**src/rtl/pc_fetch_ctrl.sv**
```systemverilog
// Fetch-PC generator for the IF stage: req/gnt handshake, stall handling,
// trap/branch redirects, and buffering of redirects that arrive while the PC cannot advance.
module pc_fetch_ctrl #(
  parameter int unsigned          ADDR_W     = 32,
  parameter int unsigned          INST_BYTES = 4,
  parameter logic [ADDR_W-1:0]    RESET_VEC  = 32'h0000_0000,
  parameter logic [ADDR_W-1:0]    TRAP_VEC   = 32'h0000_0100
) (
  input  logic              i_clk,
  input  logic              i_rst_n,
  input  logic [5:0]        i_stall,
  input  logic              i_branch_valid,
  input  logic [ADDR_W-1:0] i_branch_addr,
  input  logic              i_trap_valid,
  input  logic              i_if_gnt,
  output logic [ADDR_W-1:0] o_pc_addr,
  output logic              o_ce,
  output logic              o_if_req,
  output logic              o_redir_pend,
  output logic              o_misalign_err
);

  localparam int unsigned ALIGN_BITS = $clog2(INST_BYTES);

  logic              r_ce;
  logic [ADDR_W-1:0] r_pc;
  logic              r_pend_valid;
  logic              r_pend_trap;
  logic [ADDR_W-1:0] r_pend_addr;
  logic              r_misalign;

  logic              w_adv;
  logic [ADDR_W-1:0] w_branch_aligned;
  logic              w_branch_low_nz;
  logic              w_branch_accept;
  logic [ADDR_W-1:0] w_pc_next;
  logic              w_unused_stall;

  // Only the IF-stage bit of the stall vector matters here.
  assign w_unused_stall   = ^i_stall[5:1];

  assign w_adv            = r_ce & ~i_stall[0] & i_if_gnt;
  assign w_branch_aligned = {i_branch_addr[ADDR_W-1:ALIGN_BITS], {ALIGN_BITS{1'b0}}};
  assign w_branch_low_nz  = |i_branch_addr[ALIGN_BITS-1:0];

  // A branch counts as accepted if it is taken now or lands in the pending buffer.
  assign w_branch_accept  = r_ce & i_branch_valid & ~i_trap_valid &
                            (w_adv | ~(r_pend_valid & r_pend_trap));

  always_comb begin
    w_pc_next = r_pc + ADDR_W'(INST_BYTES);
    if (i_trap_valid) begin
      w_pc_next = TRAP_VEC;
    end else if (i_branch_valid) begin
      w_pc_next = w_branch_aligned;
    end else if (r_pend_valid) begin
      w_pc_next = r_pend_addr;
    end
  end

  always_ff @(posedge i_clk or negedge i_rst_n) begin
    if (!i_rst_n) begin
      r_ce         <= 1'b0;
      r_pc         <= RESET_VEC;
      r_pend_valid <= 1'b0;
      r_pend_trap  <= 1'b0;
      r_pend_addr  <= '0;
      r_misalign   <= 1'b0;
    end else begin
      r_ce       <= 1'b1;
      r_misalign <= w_branch_accept & w_branch_low_nz;
      if (w_adv) begin
        // Any redirect taken on this edge supersedes whatever was buffered.
        r_pc         <= w_pc_next;
        r_pend_valid <= 1'b0;
        r_pend_trap  <= 1'b0;
      end else if (r_ce) begin
        if (i_trap_valid) begin
          r_pend_valid <= 1'b1;
          r_pend_trap  <= 1'b1;
          r_pend_addr  <= TRAP_VEC;
        end else if (i_branch_valid && !(r_pend_valid && r_pend_trap)) begin
          r_pend_valid <= 1'b1;
          r_pend_trap  <= 1'b0;
          r_pend_addr  <= w_branch_aligned;
        end
      end
    end
  end

  assign o_pc_addr      = r_pc;
  assign o_ce           = r_ce;
  assign o_if_req       = r_ce & ~i_stall[0];
  assign o_redir_pend   = r_pend_valid;
  assign o_misalign_err = r_misalign;

endmodule

```
**config.mk**
```make
export PLATFORM = sky130hd
export DESIGN_NAME = pc_fetch_ctrl
export DESIGN_NICKNAME = d
export VERILOG_FILES = /design/src/rtl/pc_fetch_ctrl.sv
export SDC_FILE = /design/constraint.sdc
export NUM_CORES = 1
export LEC_CHECK = 0
export ABC_CLOCK_PERIOD_IN_PS = 5000
export BUFFER_PORTS_ARGS = -buffer_cell sky130_fd_sc_hd__buf_2
export CAP_MARGIN = 20
export CORE_MARGIN = 2
export CORE_UTILIZATION = 30
export CTS_BUF_LIST = sky130_fd_sc_hd__clkbuf_4 sky130_fd_sc_hd__clkbuf_8
export DETAILED_ROUTE_END_ITERATION = 16
export PLACE_DENSITY = 0.56
export SLEW_MARGIN = 20
export SYNTH_ARGS = -nofsm -noshare
export SYNTH_HDL_FRONTEND = slang
export SYNTH_SLANG_ARGS = --single-unit
```
**constraint.sdc**
```tcl
create_clock -name i_clk -period 5 [get_ports i_clk]
set_input_delay 0.5 -clock i_clk [delete_from_list [all_inputs] [get_ports i_clk]]
set_output_delay 0.5 -clock i_clk [all_outputs]
set_load 0.05 [all_outputs]
```
* Yosys cells after proc, flatten, opt, wreduce, memory -nomap -nowiden
Cells that the tools add are included.
** Cells by class
- Mux-type cells :: 13
- Reductions and logical operators :: 9
- Add/sub/neg operators :: 1
- Bitwise operators :: 12
** Operators by type and width (number)
- 32-bit 2-to-1 mux :: 5
- 32-bit by 3-bit adder with 32-bit output, second input constant :: 1
- 1-bit 2-to-1 mux :: 8
- 1-bit AND :: 7
- 1-bit inverter :: 4
- 2-bit nonzero test :: 2
- 3-bit AND reduction :: 1
- 3-bit nonzero test :: 1
- 1-bit logical AND :: 2
- 2-bit AND reduction :: 1
- 2-bit OR reduction :: 1
- 1-bit zero test :: 1
- 1-bit OR :: 1
** Word-level totals
- Word-level logic and storage cells :: 41
- Bits of input ports :: 43
- Flip-flop bits (word level) :: 68
- Output and inout bits :: 36

* Depth between registers and ports, before layout
Gate-level depths: netlist of run 1.
- Depth after elaboration :: 7
- Mapped depth :: 8
- Mapped depth without buffers :: 6

* Worst setup path before layout of run 1
OpenSTA, ideal clock, no wires.
- Kind :: flip-flop to flip-flop
- Start point :: register r_pc[4], in the netlist o_pc_addr[4]
- End point :: register r_pc[31], in the netlist o_pc_addr[31]
- Slack :: 2826 ps
- Period minus slack after synthesis :: 2174 ps
- Arrival time :: 2048 ps
- Path buffers :: 1
- Cell stages (with the launch flop) :: 7
- Setup time :: 126 ps
- Data required time :: 4874 ps
- Path through :: dfrtp_1 buf_2 nand3_2 nor4_4 nand3_2 mux2_4 a221o_1
** On the way
- Longest elaborated chain between the ends :: 4
** Ends and longest elaborated chain
- start: declaration :: RTL line 26 : logic [ADDR_W-1:0] r_pc;
- start signal: assignment :: RTL line 74 : r_pc <= w_pc_next;
- 32-bit by 3-bit adder with 32-bit output :: RTL line 51 : w_pc_next = r_pc + ADDR_W'(INST_BYTES);
- 32-bit 2-to-1 mux :: RTL line 56 : end else if (r_pend_valid) begin
- 32-bit 2-to-1 mux :: RTL line 54 : end else if (i_branch_valid) begin
- 32-bit 2-to-1 mux :: RTL line 52 : if (i_trap_valid) begin
No other way between the ends.
A chain may end at the register's enable or synchronous reset.

* Worst setup path in the final report of run 1
- Start point :: register r_ce, in the netlist o_ce
- End point :: register r_pc[25], in the netlist o_pc_addr[25]
** On the way
- Longest elaborated chain between the ends :: 2
** Ends and longest elaborated chain
- start: declaration :: RTL line 25 : logic r_ce;
- start signal: assignment :: RTL line 63 : r_ce <= 1'b0;
- start signal: assignment :: RTL line 70 : r_ce <= 1'b1;
- 1-bit AND (2 in series) :: RTL line 42 : assign w_adv = r_ce & ~i_stall[0] & i_if_gnt;
No other way between the ends.

==> flow_summary.yaml, run 1 <==
final_layout:
  final_util: 0.361
  final.fill_count: 1276
  syn2layout_area_growth_pct: 17.0
  nNetsFinal: 543
  fin_cells: 651
  antennaDiodeCount: 0
  stdcell_area_mm2: 0.00434
  drive_gt1_frac: 0.214
drt:
  first_pass_iters: 4
  routed_via_density: 5.34
  postRouteAntennaNets: 0
  drt_iter0_markers: 233
  drc: 0
  vias: 3478
  wl_um: 11600
  wl_per_cell_um: 17.8
power:
  power_mw: 1.58
  pwr-share-clk: 0.294
  comb_power_share: 0.277
  vdd_ir_drop_max_mv: 0.133
  switchingPower_uw: 638
  p_leak_nw: 1.93
  internal_power_uw: 944
  p_per_area_mw_per_mm2: 365
  p_sw_frac: 0.403
  p_seq_frac: 0.429
clock_tree:
  post_cts_buffers: 0
  cts_tree: "built"
  cts_resized: 0
  numCtsBuffers: 9
  clk_path_buf_depth: 2
  clkTransAtPathRegs_ps: 80
  root_buffer: "clkbuf_8"
  cts_sinks: 64
  cts-hold-fix-buffers: 0
  clk_latency_ps: 360
  h-tree-depth: 3
placed_design:
  hpwl_um: 7820
  gp_congestion: 0.810
  placed_cells: 635
  port_buffers: 71
  place_area_mm2: 0.00414
sta:
  post-route-period-util: 0.568
  rsz0062_at_grt: "no"
  max_freq_ghz: 0.352
  fin_crit_ps: 2840
  hold_viol_final: 0
  worst_pin_slew_ps: 918
  slew_headroom: 0.387
  report.final.slew_viol_count: 0
  setup_viol: 0
  setup_tns_ps: 0
  skew_ps: 8.73
setup_path:
  r2r_slack_ps: 2160
  cp_data_arrival_time_ps: 3120
  cp_max_fo: 23
  path_class: "reg -> reg"
  crit_required_ps: 5280
  worstSetupEndpointType: "flop"
  start_kind: "flop"
die:
  die_w_um: 115
  core_area_mm2: 0.0120
  row_count: 40
  io_pins: 79
  die_h_um: 115
  design.die.area_mm2: 0.0133
  start_util: 0.309
synth:
  yosys.area.top_type: "dfrtp_1"
  syn_inst: 446
  ys_async_sr_fraction: 1.00
  synth.avg_cell_area_um2: 8.31
  ys.flop_type: "dfrtp_1"
  synth_area_mm2: 0.00371
  ys_seq_elements: 64
  synth_top_area_frac: 0.432
  ys_seq_area_frac: 0.432
  synth_enable_flop_cells: 0
  yosys_warnings: 0
  synth_cell_types: 62
  ys_top_cells_by_area: "dfrtp_1 43%, nand2_1 9.0%, o21ai_0 7.4%, a21oi_1 3.9%, clkbuf_1 2.6%"
flow_run:
  drv_cap: 0
global_route:
  grt_pass1_wl_um: 18400
  grt_max_degree: 65
  grt_use_total: 0.182
  antenna_found_initial: 0
  grt_pass1_vias: 3334
  overflow: 0
min_path:
  worstHoldPathType: "in -> async"
run_status:
  status: "complete, no violations"
## per-layer routing
layer	up-vias	wire [um]	GRT usage
li1	1711	-	-
met4	0	201	0.0546
met5	-	0	0
met1	1648	5680	0.274
met3	14	702	0.0459
met2	105	5000	0.254
## cell usage in the layout, fill, tap and decap left out, types with 6 or more instances in the layout
master    count
a21oi_1      29
a22oi_1       7
a31oi_1       7
buf_2        71
buf_4         6
clkbuf_8      9
dfrtp_1      64
inv_1         8
nand2_1      89
nand3_1      12
nand4_1       8
nor2_1       26
o21ai_0      55
o22ai_1       8
## cells by family after synthesis
group,count (synthesis),synth area share
AOI/OAI and AO/OA,149,0.247
DFF,64,0.432
other,2,0.00203
and+or+nand+nor,172,0.233
adders and majority gates,1,0.00338
xor gates and xnor gates,7,0.0165
muxes,5,0.0149
buffers and inverters,46,0.0510
## Yosys cell counts (2+ instances only)
cell       count
nand2_1       89
dfrtp_1       64
o21ai_0       55
a21oi_1       29
clkbuf_1      26
nor2_1        26
nand3_1       12
inv_1          8
nand4_1        8
o22ai_1        8
a22oi_1        7
a31oi_1        7
and3_1         5
o221ai_1       5
xor2_1         5
a22o_1         4
and4_1         4
buf_2          4
mux2i_1        4
nor3_1         4
o211ai_1       4
o21a_1         4
buf_1          3
buf_4          3
nand2b_1       3
o21ai_1        3
o2bb2ai_1      3
o31ai_1        3
a21o_1         2
a311oi_1       2
conb_1         2
inv_2          2
nand3_2        2
nor2b_1        2
nor4_1         2
nor4_4         2
o2111ai_1      2
o22a_1         2
or2_2          2
xnor2_1        2
## flip-flops by register name, indices dropped and copies added (netlist names)
register and count:
o_pc_addr 30, r_pend_addr 30, o_ce 1, o_misalign_err 1, o_redir_pend 1, r_pend_trap 1
## critical path, cell delays in order, from the launching register on
cell      delay, ps
dfrtp_1         550
and3b_1         620
nand2_1         710
or4_1           690
o211ai_1        160
## worst paths after layout
kind,to,startpoint,cells past startpoint
min in group i_clk,r_pend_addr[24],i_branch_addr[24],3
max in group asynchronous,o_pc_addr[24],i_rst_n,2
hold / removal,r_pend_addr[2],i_rst_n,2
setup / recovery,o_pc_addr[25],o_ce,4
hold reg to reg,r_pend_addr[7],r_pend_addr[7],2
setup reg to reg,o_pc_addr[25],o_ce,4
## metrics by stage
step / setup WS (ps) / hold WS (ps)
6_report: 2160 / 324
2_1_floorplan: 2830 / 204
3_3_place_gp: 2040 / 459
3_5_place_dp: 2030 / 467
5_1_grt: 1940 / 389
4_1_cts: 2150 / 372
## cell type report
cell class	count	area (um^2)	share of cell area
Sequential cell	64	1600	0.369
Multi-Input combinational cell	337	1920	0.442
Inverter	10	37.5	0.00865
Clock buffer	9	124	0.0286
Tap cell	147	184	0.0424
Clock inverter	7	71.3	0.0164
Timing Repair Buffer	77	400	0.0923
## power groups by stage
| stage | clock network, mW | registers [mW] | logic [mW] |
|---|---|---|---|
| after detailed placement | 0 | 0.689 | 0.440 |
| after global routing | 0.494 | 0.694 | 0.475 |
| after CTS | 0.471 | 0.679 | 0.441 |
| after global placement | 0 | 0.687 | 0.433 |
| after floorplan | 0 | 0.814 | 0.174 |
| final | 0.465 | 0.679 | 0.439 |
(Power assumes the default switching activity.)
==> run 2: changes to the inputs <==
--- a/config.mk
+++ b/config.mk
@@ -5,14 +5,14 @@
 export SDC_FILE = /design/constraint.sdc
 export NUM_CORES = 1
 export LEC_CHECK = 0
-export ABC_CLOCK_PERIOD_IN_PS = 5000
+export ABC_CLOCK_PERIOD_IN_PS = 2280
 export BUFFER_PORTS_ARGS = -buffer_cell sky130_fd_sc_hd__buf_2
 export CAP_MARGIN = 20
 export CORE_MARGIN = 2
 export CORE_UTILIZATION = 30
 export CTS_BUF_LIST = sky130_fd_sc_hd__clkbuf_4 sky130_fd_sc_hd__clkbuf_8
 export DETAILED_ROUTE_END_ITERATION = 16
-export PLACE_DENSITY = 0.56
+export PLACE_DENSITY = 0.58
 export SLEW_MARGIN = 20
 export SYNTH_ARGS = -nofsm -noshare
 export SYNTH_HDL_FRONTEND = slang
==> constraint.sdc (replaced) <==
create_clock -name i_clk -period 2.28 [get_ports i_clk]
set_input_delay 0.228 -clock i_clk [delete_from_list [all_inputs] [get_ports i_clk]]
set_output_delay 0.228 -clock i_clk [all_outputs]
set_load 0.05 [all_outputs]
==> run 2 against run 1 <==
Effect of this change:
- sequential share of layout area shrank 1.3 points
- critical endpoint unchanged
- critical path type unchanged
- highest routed layer unchanged
- via count up 1.5%
- clock skew rose by 3.7 ps
- first-iteration DRC count increased by 12%
- die area stayed put
- clock-buffer cell count is 2 higher
- cell count up 2.5%
- critical path depth is 2 higher
==> flow_summary.yaml, run 2 (same netlist as run 1, synthesis figures left out) <==
flow_run:
  drv_cap: 0
clock_tree:
  cts_tree: "built"
  cts_sinks: 64
  clkTransAtPathRegs_ps: 80
  clk_path_buf_depth: 2
  cts_resized: 0
  h-tree-depth: 3
  clk_latency_ps: 350
  root_buffer: "clkbuf_8"
  numCtsBuffers: 9
sta:
  worst_pin_slew_ps: 793
  rsz0062_at_grt: "no"
  fin_crit_ps: 1970
  holdWs_ps: 138
  hold_viol_final: 0
  report.final.slew_viol_count: 0
  setup_tns_ps: 0
  slew_headroom: 0.471
  setup_viol: 0
  post-route-period-util: 0.866
  max_freq_ghz: 0.507
  finalWorstSetupSlack_ps: 306
  skew_ps: 12.5
setup_path:
  path_class: "reg -> reg"
  r2r-end: "o_pc_addr[25]"
  cp_data_arrival_time_ps: 2240
  crit_required_ps: 2540
  r2r-start: "o_redir_pend"
  start_kind: "flop"
  cp_max_fo: 20
  reg2reg_depth: 6
  r2r_slack_ps: 310
  startpoint: "o_redir_pend"
  worstSetupEndpointType: "flop"
die:
  core_area_mm2: 0.0120
  die_w_um: 115
  row_count: 40
  io_pins: 79
  design.die.area_mm2: 0.0133
  die_h_um: 115
  start_util: 0.309
run_status:
  status: "complete, no violations"
final_layout:
  final_util: 0.374
  multiInputGateArea_mm2: 0.00192
  final.fill_count: 1261
  nNetsFinal: 559
  final_common_cell: "nand2_1"
  regArea_mm2: 0.00160
  fin_cells: 667
  antennaDiodeCount: 0
  stdcell_area_mm2: 0.00449
  drive_gt1_frac: 0.237
  syn2layout_area_growth_pct: 21.2
  most-common-layout-cells: "89 x nand2_1, 71 x buf_2, 64 x dfrtp_1, 55 x o21ai_0, 29 x a21oi_1"
drt:
  drc: 0
  drt_iter0_markers: 260
  routed_via_density: 5.29
  wl_um: 11800
  vias: 3531
  first_pass_iters: 5
  postRouteAntennaNets: 0
  wl_per_cell_um: 17.6
global_route:
  overflow: 0
  grt_max_degree: 65
  grt_pass1_wl_um: 18700
  grt_use_total: 0.186
  grt_pass1_vias: 3329
  antenna_found_initial: 0
placed_design:
  placed_cells: 650
  gp_congestion: 0.828
  hpwl_um: 8210
  place_area_mm2: 0.00428
  preCtsSetupSlack_ps: 359
  port_buffers: 71
power:
  vdd_ir_drop_max_mv: 0.199
  p_per_area_mw_per_mm2: 779
  p_leak_nw: 2.03
  power_mw: 3.50
min_path:
  worstHoldPathType: "in -> reg"
  min_delay_worst_endpoint: "r_pend_addr[26]"
  whs_path_depth: 3
  hold_start: "i_branch_addr[26]"
-- run 2: worst max-delay path, cell delays in order, from the launching register on --
cell,delay (ps)
dfrtp_1,860
nor2b_1,420
buf_4,220
a22oi_1,90
nor2_1,130
a21oi_1,50
o211ai_1,110
-- run 2: worst max-delay path by stage --
stage                    endpoint
CTS                 o_pc_addr[29]
floorplan           o_pc_addr[31]
global placement    o_pc_addr[25]
finish              o_pc_addr[25]
global route        o_pc_addr[24]
detailed placement  o_pc_addr[29]
-- run 2: report_power, final --
part | total (mW) | switching, mW | internal, mW
Sequential | 1.50 | 0.197 | 1.30
Combinational | 0.990 | 0.699 | 0.290
Clock | 1.01 | 0.469 | 0.545
Total | 3.50 | 1.37 | 2.14
-- run 2: layer usage --
| metal | vias up | track usage | share of wire |
|---|---|---|---|
| met1 | 1678 | 0.271 | 0.48 |
| met5 | - | 0 | 0 |
| met2 | 100 | 0.270 | 0.44 |
| li1 | 1741 | - | - |
| met3 | 12 | 0.0374 | 0.062 |
| met4 | 0 | 0.0723 | 0.015 |
-- run 2: repair_timing --
action | 4_1_cts | 5_1_grt
endpoints found under the setup margin | 0 | 0
buffers inserted | 0 | 0
hold endpoints to repair | 64 | 0
hold buffers | 1 | 0
-- run 2: area by class of cell --
class | count | area share
Tap cell | 147 | 0.0409
Timing Repair Buffer | 93 | 0.122
Sequential cell | 64 | 0.357
Multi-Input combinational cell | 337 | 0.427
Clock inverter | 5 | 0.0125
Inverter | 10 | 0.00836
Clock buffer | 11 | 0.0323
